## src/rtl/poly_tone_pkg.sv

```systemverilog
// rtl/poly_tone_pkg.sv - shared widths, constants and helpers for the polyphonic tone PWM
package poly_tone_pkg;

    localparam int DEF_NUM_VOICES = 4;
    localparam int DEF_PERIOD_W   = 24;
    localparam int DEF_VOL_W      = 4;

    // Periods below this cannot form a square wave, so the voice stays silent.
    localparam int VOICE_SILENT_PERIOD = 2;

    function automatic int clog2_min1(input int n);
        return (n <= 2) ? 1 : $clog2(n);
    endfunction

endpackage

```

## src/rtl/tone_voice.sv

```systemverilog
// rtl/tone_voice.sv - one square-wave voice with double-buffered period/volume/enable
module tone_voice
    import poly_tone_pkg::*;
#(
    parameter int PERIOD_W = DEF_PERIOD_W,
    parameter int VOL_W    = DEF_VOL_W
) (
    input  logic                clk,
    input  logic                resetn,
    input  logic                wr,
    input  logic [PERIOD_W-1:0] cfg_period,
    input  logic [VOL_W-1:0]    cfg_volume,
    input  logic                cfg_en,
    output logic                phase,
    output logic [VOL_W-1:0]    amp,
    output logic                pending
);

    logic [PERIOD_W-1:0] sh_period;
    logic [VOL_W-1:0]    sh_volume;
    logic                sh_en;
    logic [PERIOD_W-1:0] period;
    logic [VOL_W-1:0]    volume;
    logic                en;
    logic [PERIOD_W-1:0] cnt;
    logic                live;
    logic                wrap;

    assign live  = en && (period >= PERIOD_W'(VOICE_SILENT_PERIOD));
    assign wrap  = live && (cnt == period - PERIOD_W'(1));
    assign phase = live && (cnt < (period >> 1));
    assign amp   = phase ? volume : '0;

    always_ff @(posedge clk) begin
        if (!resetn) begin
            sh_period <= '0;
            sh_volume <= '0;
            sh_en     <= 1'b0;
            period    <= '0;
            volume    <= '0;
            en        <= 1'b0;
            cnt       <= '0;
            pending   <= 1'b0;
        end else if (wrap) begin
            // Period boundary: a same-cycle write beats the older shadow.
            cnt     <= '0;
            pending <= 1'b0;
            if (wr) begin
                sh_period <= cfg_period;
                sh_volume <= cfg_volume;
                sh_en     <= cfg_en;
                period    <= cfg_period;
                volume    <= cfg_volume;
                en        <= cfg_en;
            end else if (pending) begin
                period <= sh_period;
                volume <= sh_volume;
                en     <= sh_en;
            end
        end else if (live) begin
            cnt <= cnt + PERIOD_W'(1);
            if (wr) begin
                sh_period <= cfg_period;
                sh_volume <= cfg_volume;
                sh_en     <= cfg_en;
                pending   <= 1'b1;
            end
        end else begin
            // An idle voice has no boundary to wait for.
            cnt     <= '0;
            pending <= 1'b0;
            if (wr) begin
                sh_period <= cfg_period;
                sh_volume <= cfg_volume;
                sh_en     <= cfg_en;
                period    <= cfg_period;
                volume    <= cfg_volume;
                en        <= cfg_en;
            end else if (pending) begin
                period <= sh_period;
                volume <= sh_volume;
                en     <= sh_en;
            end
        end
    end

endmodule

```

## src/rtl/poly_tone_pwm.sv

```systemverilog
// rtl/poly_tone_pwm.sv - polyphonic square-wave mixer with first-order sigma-delta output
module poly_tone_pwm
    import poly_tone_pkg::*;
#(
    parameter int NUM_VOICES = DEF_NUM_VOICES,
    parameter int PERIOD_W   = DEF_PERIOD_W,
    parameter int VOL_W      = DEF_VOL_W,
    parameter int CH_W       = clog2_min1(NUM_VOICES),
    parameter int MIX_W      = VOL_W + clog2_min1(NUM_VOICES)
) (
    input  logic                  clk,
    input  logic                  resetn,
    input  logic                  cfg_wr,
    input  logic [CH_W-1:0]       cfg_ch,
    input  logic [PERIOD_W-1:0]   cfg_period,
    input  logic [VOL_W-1:0]      cfg_volume,
    input  logic                  cfg_en,
    input  logic                  mute,
    input  logic                  amp_en,
    output logic [NUM_VOICES-1:0] voice_phase,
    output logic [NUM_VOICES-1:0] cfg_pending,
    output logic                  pdm_out,
    output logic                  aud_sd
);

    logic [VOL_W-1:0] amp [NUM_VOICES];
    logic [MIX_W-1:0] mix_next;
    logic [MIX_W-1:0] mix;
    logic [MIX_W-1:0] acc;
    logic [MIX_W:0]   acc_sum;

    for (genvar i = 0; i < NUM_VOICES; i++) begin : g_voice
        logic wr_sel;

        // Channels at or above NUM_VOICES never match, so those writes drop.
        assign wr_sel = cfg_wr && (int'(cfg_ch) == i);

        tone_voice #(
            .PERIOD_W (PERIOD_W),
            .VOL_W    (VOL_W)
        ) u_voice (
            .clk        (clk),
            .resetn     (resetn),
            .wr         (wr_sel),
            .cfg_period (cfg_period),
            .cfg_volume (cfg_volume),
            .cfg_en     (cfg_en),
            .phase      (voice_phase[i]),
            .amp        (amp[i]),
            .pending    (cfg_pending[i])
        );
    end

    always_comb begin
        mix_next = '0;
        for (int i = 0; i < NUM_VOICES; i++) begin
            mix_next = mix_next + MIX_W'(amp[i]);
        end
        if (mute) begin
            mix_next = '0;
        end
    end

    assign acc_sum = {1'b0, acc} + {1'b0, mix};

    always_ff @(posedge clk) begin
        if (!resetn) begin
            mix     <= '0;
            acc     <= '0;
            pdm_out <= 1'b0;
            aud_sd  <= 1'b0;
        end else begin
            mix     <= mix_next;
            acc     <= acc_sum[MIX_W-1:0];
            pdm_out <= acc_sum[MIX_W];
            aud_sd  <= amp_en;
        end
    end

endmodule

```

## config.mk

```make
export PLATFORM = sky130hd
export DESIGN_NAME = poly_tone_pwm
export DESIGN_NICKNAME = d
export VERILOG_FILES = /design/src/rtl/poly_tone_pkg.sv /design/src/rtl/tone_voice.sv /design/src/rtl/poly_tone_pwm.sv
export SDC_FILE = /design/constraint.sdc
export NUM_CORES = 1
export LEC_CHECK = 0
export CAP_MARGIN = 20
export CORE_MARGIN = 2
export CORE_UTILIZATION = 60
export DETAILED_ROUTE_END_ITERATION = 6
export GPL_ROUTABILITY_DRIVEN = 0
export PLACE_DENSITY = 0.81
export RECOVER_POWER = 25
export SLEW_MARGIN = 10
export SYNTH_ARGS = -nofsm -noshare
export SYNTH_HDL_FRONTEND = slang
export SYNTH_SLANG_ARGS = --single-unit
```

## constraint.sdc

```tcl
create_clock -name clk -period 7.6 [get_ports clk]
set_input_delay 1.14 -clock clk [delete_from_list [all_inputs] [get_ports clk]]
set_output_delay 1.14 -clock clk [all_outputs]
set_load 0.02 [all_outputs]
```

==> metrics.log <==
[metrics] crit path cell chain: dlygate4sd3_1 -> clkbuf_1 -> clkinvlp_2 -> clkbuf_1 -> o31ai_4 -> buf_6 -> a22o_1
[metrics] Post-synth EDFFs: 0
[metrics] number of antenna violations at the first check in global routing: 0
[metrics] register bit count reported by yosys: 346
[metrics] synth-to-layout area growth: 10.0%
[metrics] clock latency of the later-clocked register in the worst-skew pair: 530 ps
[metrics] routed wirelength normalized by instance count: 18.0 um
[metrics] HPWL after detailed placement: 33.2 mm
[metrics] clock tree from TritonCTS: built
[metrics] share of synthesized flip-flops with an asynchronous set or reset: 0%
[metrics] core region area: 30500 um^2
[metrics] Post-Synthesis Mean Instance Area: 8.51 um^2
[metrics] number of sinks on the clock net: 346
[metrics] number of buffers on the longest clock path: 3
[metrics] clock root buffer: sky130_fd_sc_hd__clkbuf_16
[metrics] WS Path Type: input port to flop
[metrics] post-CTS clock slew at the launch and capture registers of the worst setup and hold paths: 60 ps
[metrics] sequential cell area fraction in the yosys report: 37.4%
[metrics] worst slew pin tran: 3840 ps
[metrics] switching share of power: 23.9%
[metrics] grt total ovfl: 0
[metrics] endpoints failing setup: 0
[metrics] hold_buf cts: 0
[metrics] number of hold violations in the final report: 0
[metrics] reported net switching power: 957 uW
[metrics] Die Span Y: 180 um
[metrics] most common cell after layout, fill and taps aside: sky130_fd_sc_hd__dfxtp_1
[metrics] number of buffers created by CTS: 36
[metrics] Peak supply drop: 0.209 mV
[metrics] DRC viols: 0
[metrics] Vias per Instance: 6.07
[metrics] standby leakage power: 0.00830 uW
[metrics] chip width: 180 um
[metrics] Fin Hold WS: 462 ps
[metrics] fmax: 0.163 GHz
[metrics] maximum number of pins on one net before global-route repair: 84
[metrics] most frequent cells in the layout: 346 x sky130_fd_sc_hd__dfxtp_1, 237 x sky130_fd_sc_hd__nand2_1, 231 x sky130_fd_sc_hd__nor2_1
[metrics] fin util: 66.8%
[metrics] number of instances in the synthesized netlist: 2175
[metrics] RSZ-0062 raised after global routing: no
[metrics] Syn Std Cell Area: 18500 um^2
[metrics] failing checks: max-capacitance violations, max-slew violations
[metrics] fill cell instance count of the final layout: 2422
[metrics] kind of end point of the critical path: flop
[metrics] share of total power in sequential cells: 46.6%
[metrics] CP Data Required Time: 8000 ps
[metrics] setup slack of the critical path after layout: 1470 ps
[metrics] vias in the first global route: 14900
[metrics] vias: 15700
[metrics] number of warnings issued by yosys: 0
[metrics] router iterations before antenna repair: 6
[metrics] Internal: 3040 uW
[metrics] sum of routed wire length over all layers: 46.6 mm
[metrics] sum of negative setup slack: 0 ps
[metrics] count of unique library cells instantiated by Yosys: 77
[metrics] Clk pwr share: 45.1%
[metrics] io pins: 46
[metrics] minimum period implied by the final worst setup slack: 6130 ps
[metrics] global-route wire length before repair: 75.4 mm
[metrics] DRT antenna net count: 0
[metrics] class of the worst hold path: flop to flop
[metrics] post-synthesis net count: 2331
[metrics] pre-CTS setup slack: 2780 ps
[metrics] run status: complete, but fails checks
[metrics] fraction of layout instances using a drive strength above 1: 4.28%
[metrics] Port Buf Inserts: 45
[metrics] Power per Cell Area: 196 nW/um^2
[metrics] critical path's largest stage delay: 2720 ps
[metrics] final cycle utilization of the critical path: 80.6%
[metrics] top flip-flop cell by instance count after synthesis: sky130_fd_sc_hd__dfxtp_1
[metrics] worst-path maximum fanout: 83
[metrics] slew margin rel.: -156%
[metrics] nature of the critical path startpoint: input port
[metrics] count of routing violations after the opening detailed-route iteration: 1701
[metrics] MaxCap Viol Count: 2
[metrics] Max Clock Skew: 12.8 ps
[metrics] highest-delay cell along the critical path: sky130_fd_sc_hd__clkbuf_1
[metrics] DIE AREA: 32300 um^2
[metrics] net total in the final layout: 2328
[metrics] post-CTS setup buffer count: 0
[metrics] total of cells resized after clock tree synthesis: 0
[metrics] Initial Util: 60.7%
[metrics] row count: 64
[metrics] H-tree depth: 2
[metrics] final count of pins violating max slew: 152
[metrics] most frequent CP cell: sky130_fd_sc_hd__clkbuf_1
[metrics] relative contribution of combinational cells to total power: 8.3%
[metrics] arrival time reported for the critical path endpoint: 6530 ps
[metrics] Tot GR Track Use: 28.0%
## synthesized netlist by cell type, types with 28 or more instances
library cell                 n  area (um^2)
sky130_fd_sc_hd__mux2_1     28          315
sky130_fd_sc_hd__nand3_1    65          325
sky130_fd_sc_hd__a22o_1     84          736
sky130_fd_sc_hd__clkbuf_1   74          278
sky130_fd_sc_hd__nand4_1    42          263
sky130_fd_sc_hd__xor2_1     91          797
sky130_fd_sc_hd__a21oi_1   128          641
sky130_fd_sc_hd__inv_1     132          495
sky130_fd_sc_hd__xnor2_1   115         1010
sky130_fd_sc_hd__o21ai_0    37          185
sky130_fd_sc_hd__a21o_1     35          263
sky130_fd_sc_hd__and3_1     40          250
sky130_fd_sc_hd__mux2i_1    33          330
sky130_fd_sc_hd__ha_1      111         1390
sky130_fd_sc_hd__nor3_1     43          215
sky130_fd_sc_hd__nor4_1     29          181
sky130_fd_sc_hd__nand2_1   237          890
sky130_fd_sc_hd__dfxtp_1   346         6930
sky130_fd_sc_hd__nor2_1    232          871
## layer usage
metal  share of wire, %  wire, um  global-route usage [%]  up-vias
met5                  0         0                       0        -
li1                   -         -                       -     7571
met1                 43     19900                    36.7     7472
met2                 47     21800                    46.4      576
met3                7.5      3490                    5.29      122
met4                3.1      1460                    9.89        0
## path summary, 6_finish.rpt
check	slack (ps)	start	to	depth (start not counted)
min reg2reg	460	g_voice[2].u_voice.sh_period[14]	g_voice[2].u_voice.sh_period[14]	2
min	460	g_voice[2].u_voice.sh_period[14]	g_voice[2].u_voice.sh_period[14]	2
max reg2reg	2650	g_voice[1].u_voice.period[0]	g_voice[1].u_voice.period[10]	10
max	1470	resetn	g_voice[2].u_voice.period[19]	7
## cells by family (layout without fill, tap and decap cells)
| kind of cell | after synthesis | after routing | share of synthesized area (%) |
|---|---|---|---|
| muxes | 62 | 62 | 3.55 |
| adders and majority gates | 120 | 120 | 8.48 |
| xor gates and xnor gates | 206 | 206 | 9.75 |
| buffers and inverters | 236 | 259 | 5.16 |
| and+or+nand+nor | 818 | 818 | 21.3 |
| AOI/OAI and AO/OA | 387 | 387 | 14.3 |
| DFF | 346 | 346 | 37.4 |
| other | 0 | 1 | 0 |
## area by class of cell
| cell class | instances | area (um^2) | area share (%) |
|---|---|---|---|
| clock inverters | 14 | 155 | 0.762 |
| well taps | 396 | 495 | 2.43 |
| clock buffers | 50 | 1050 | 5.18 |
| diodes | 1 | 2.50 | 0.0123 |
| flip-flops and latches | 346 | 6930 | 34.0 |
| repair buffers | 62 | 582 | 2.86 |
| multi-input cells | 1593 | 10700 | 52.3 |
| inverters | 133 | 500 | 2.46 |
## critical path, delay by kind of cell
family | cells | cell delay [ps]
compound gates | 2 | 790
buf+inv | 5 | 4560
## registers in the layout (all words and copies together) (netlist names)
| name | count |
|---|---|
| acc | 6 |
| aud_sd | 1 |
| g_voice.u_voice.cnt | 96 |
| mix | 6 |
| g_voice.u_voice.pending | 4 |
| g_voice.u_voice.en | 4 |
| g_voice.u_voice.period | 96 |
| g_voice.u_voice.sh_en | 4 |
| g_voice.u_voice.sh_volume | 16 |
| g_voice.u_voice.volume | 16 |
| pdm_out | 1 |
| g_voice.u_voice.sh_period | 96 |
## power groups by stage
stage / Combinational (uW) / Clock, uW / Sequential [uW]
after global routing: 355 / 1900 / 1860
after detailed placement: 317 / 0 / 1900
after global placement: 308 / 0 / 1900
after floorplan: 222 / 0 / 1900
final: 330 / 1800 / 1860
after CTS: 320 / 1820 / 1860
## through the flow
stage | area (um^2) | cells | total power (uW)
after global placement | 19100 | 2527 | 2210
after floorplan | 18500 | 2175 | 2120
final | 20400 | 2595 | 4000
after detailed placement | 19100 | 2527 | 2220
after global routing | 20400 | 2594 | 4120
after CTS | 20300 | 2591 | 4010
(Power assumes the default switching activity.)
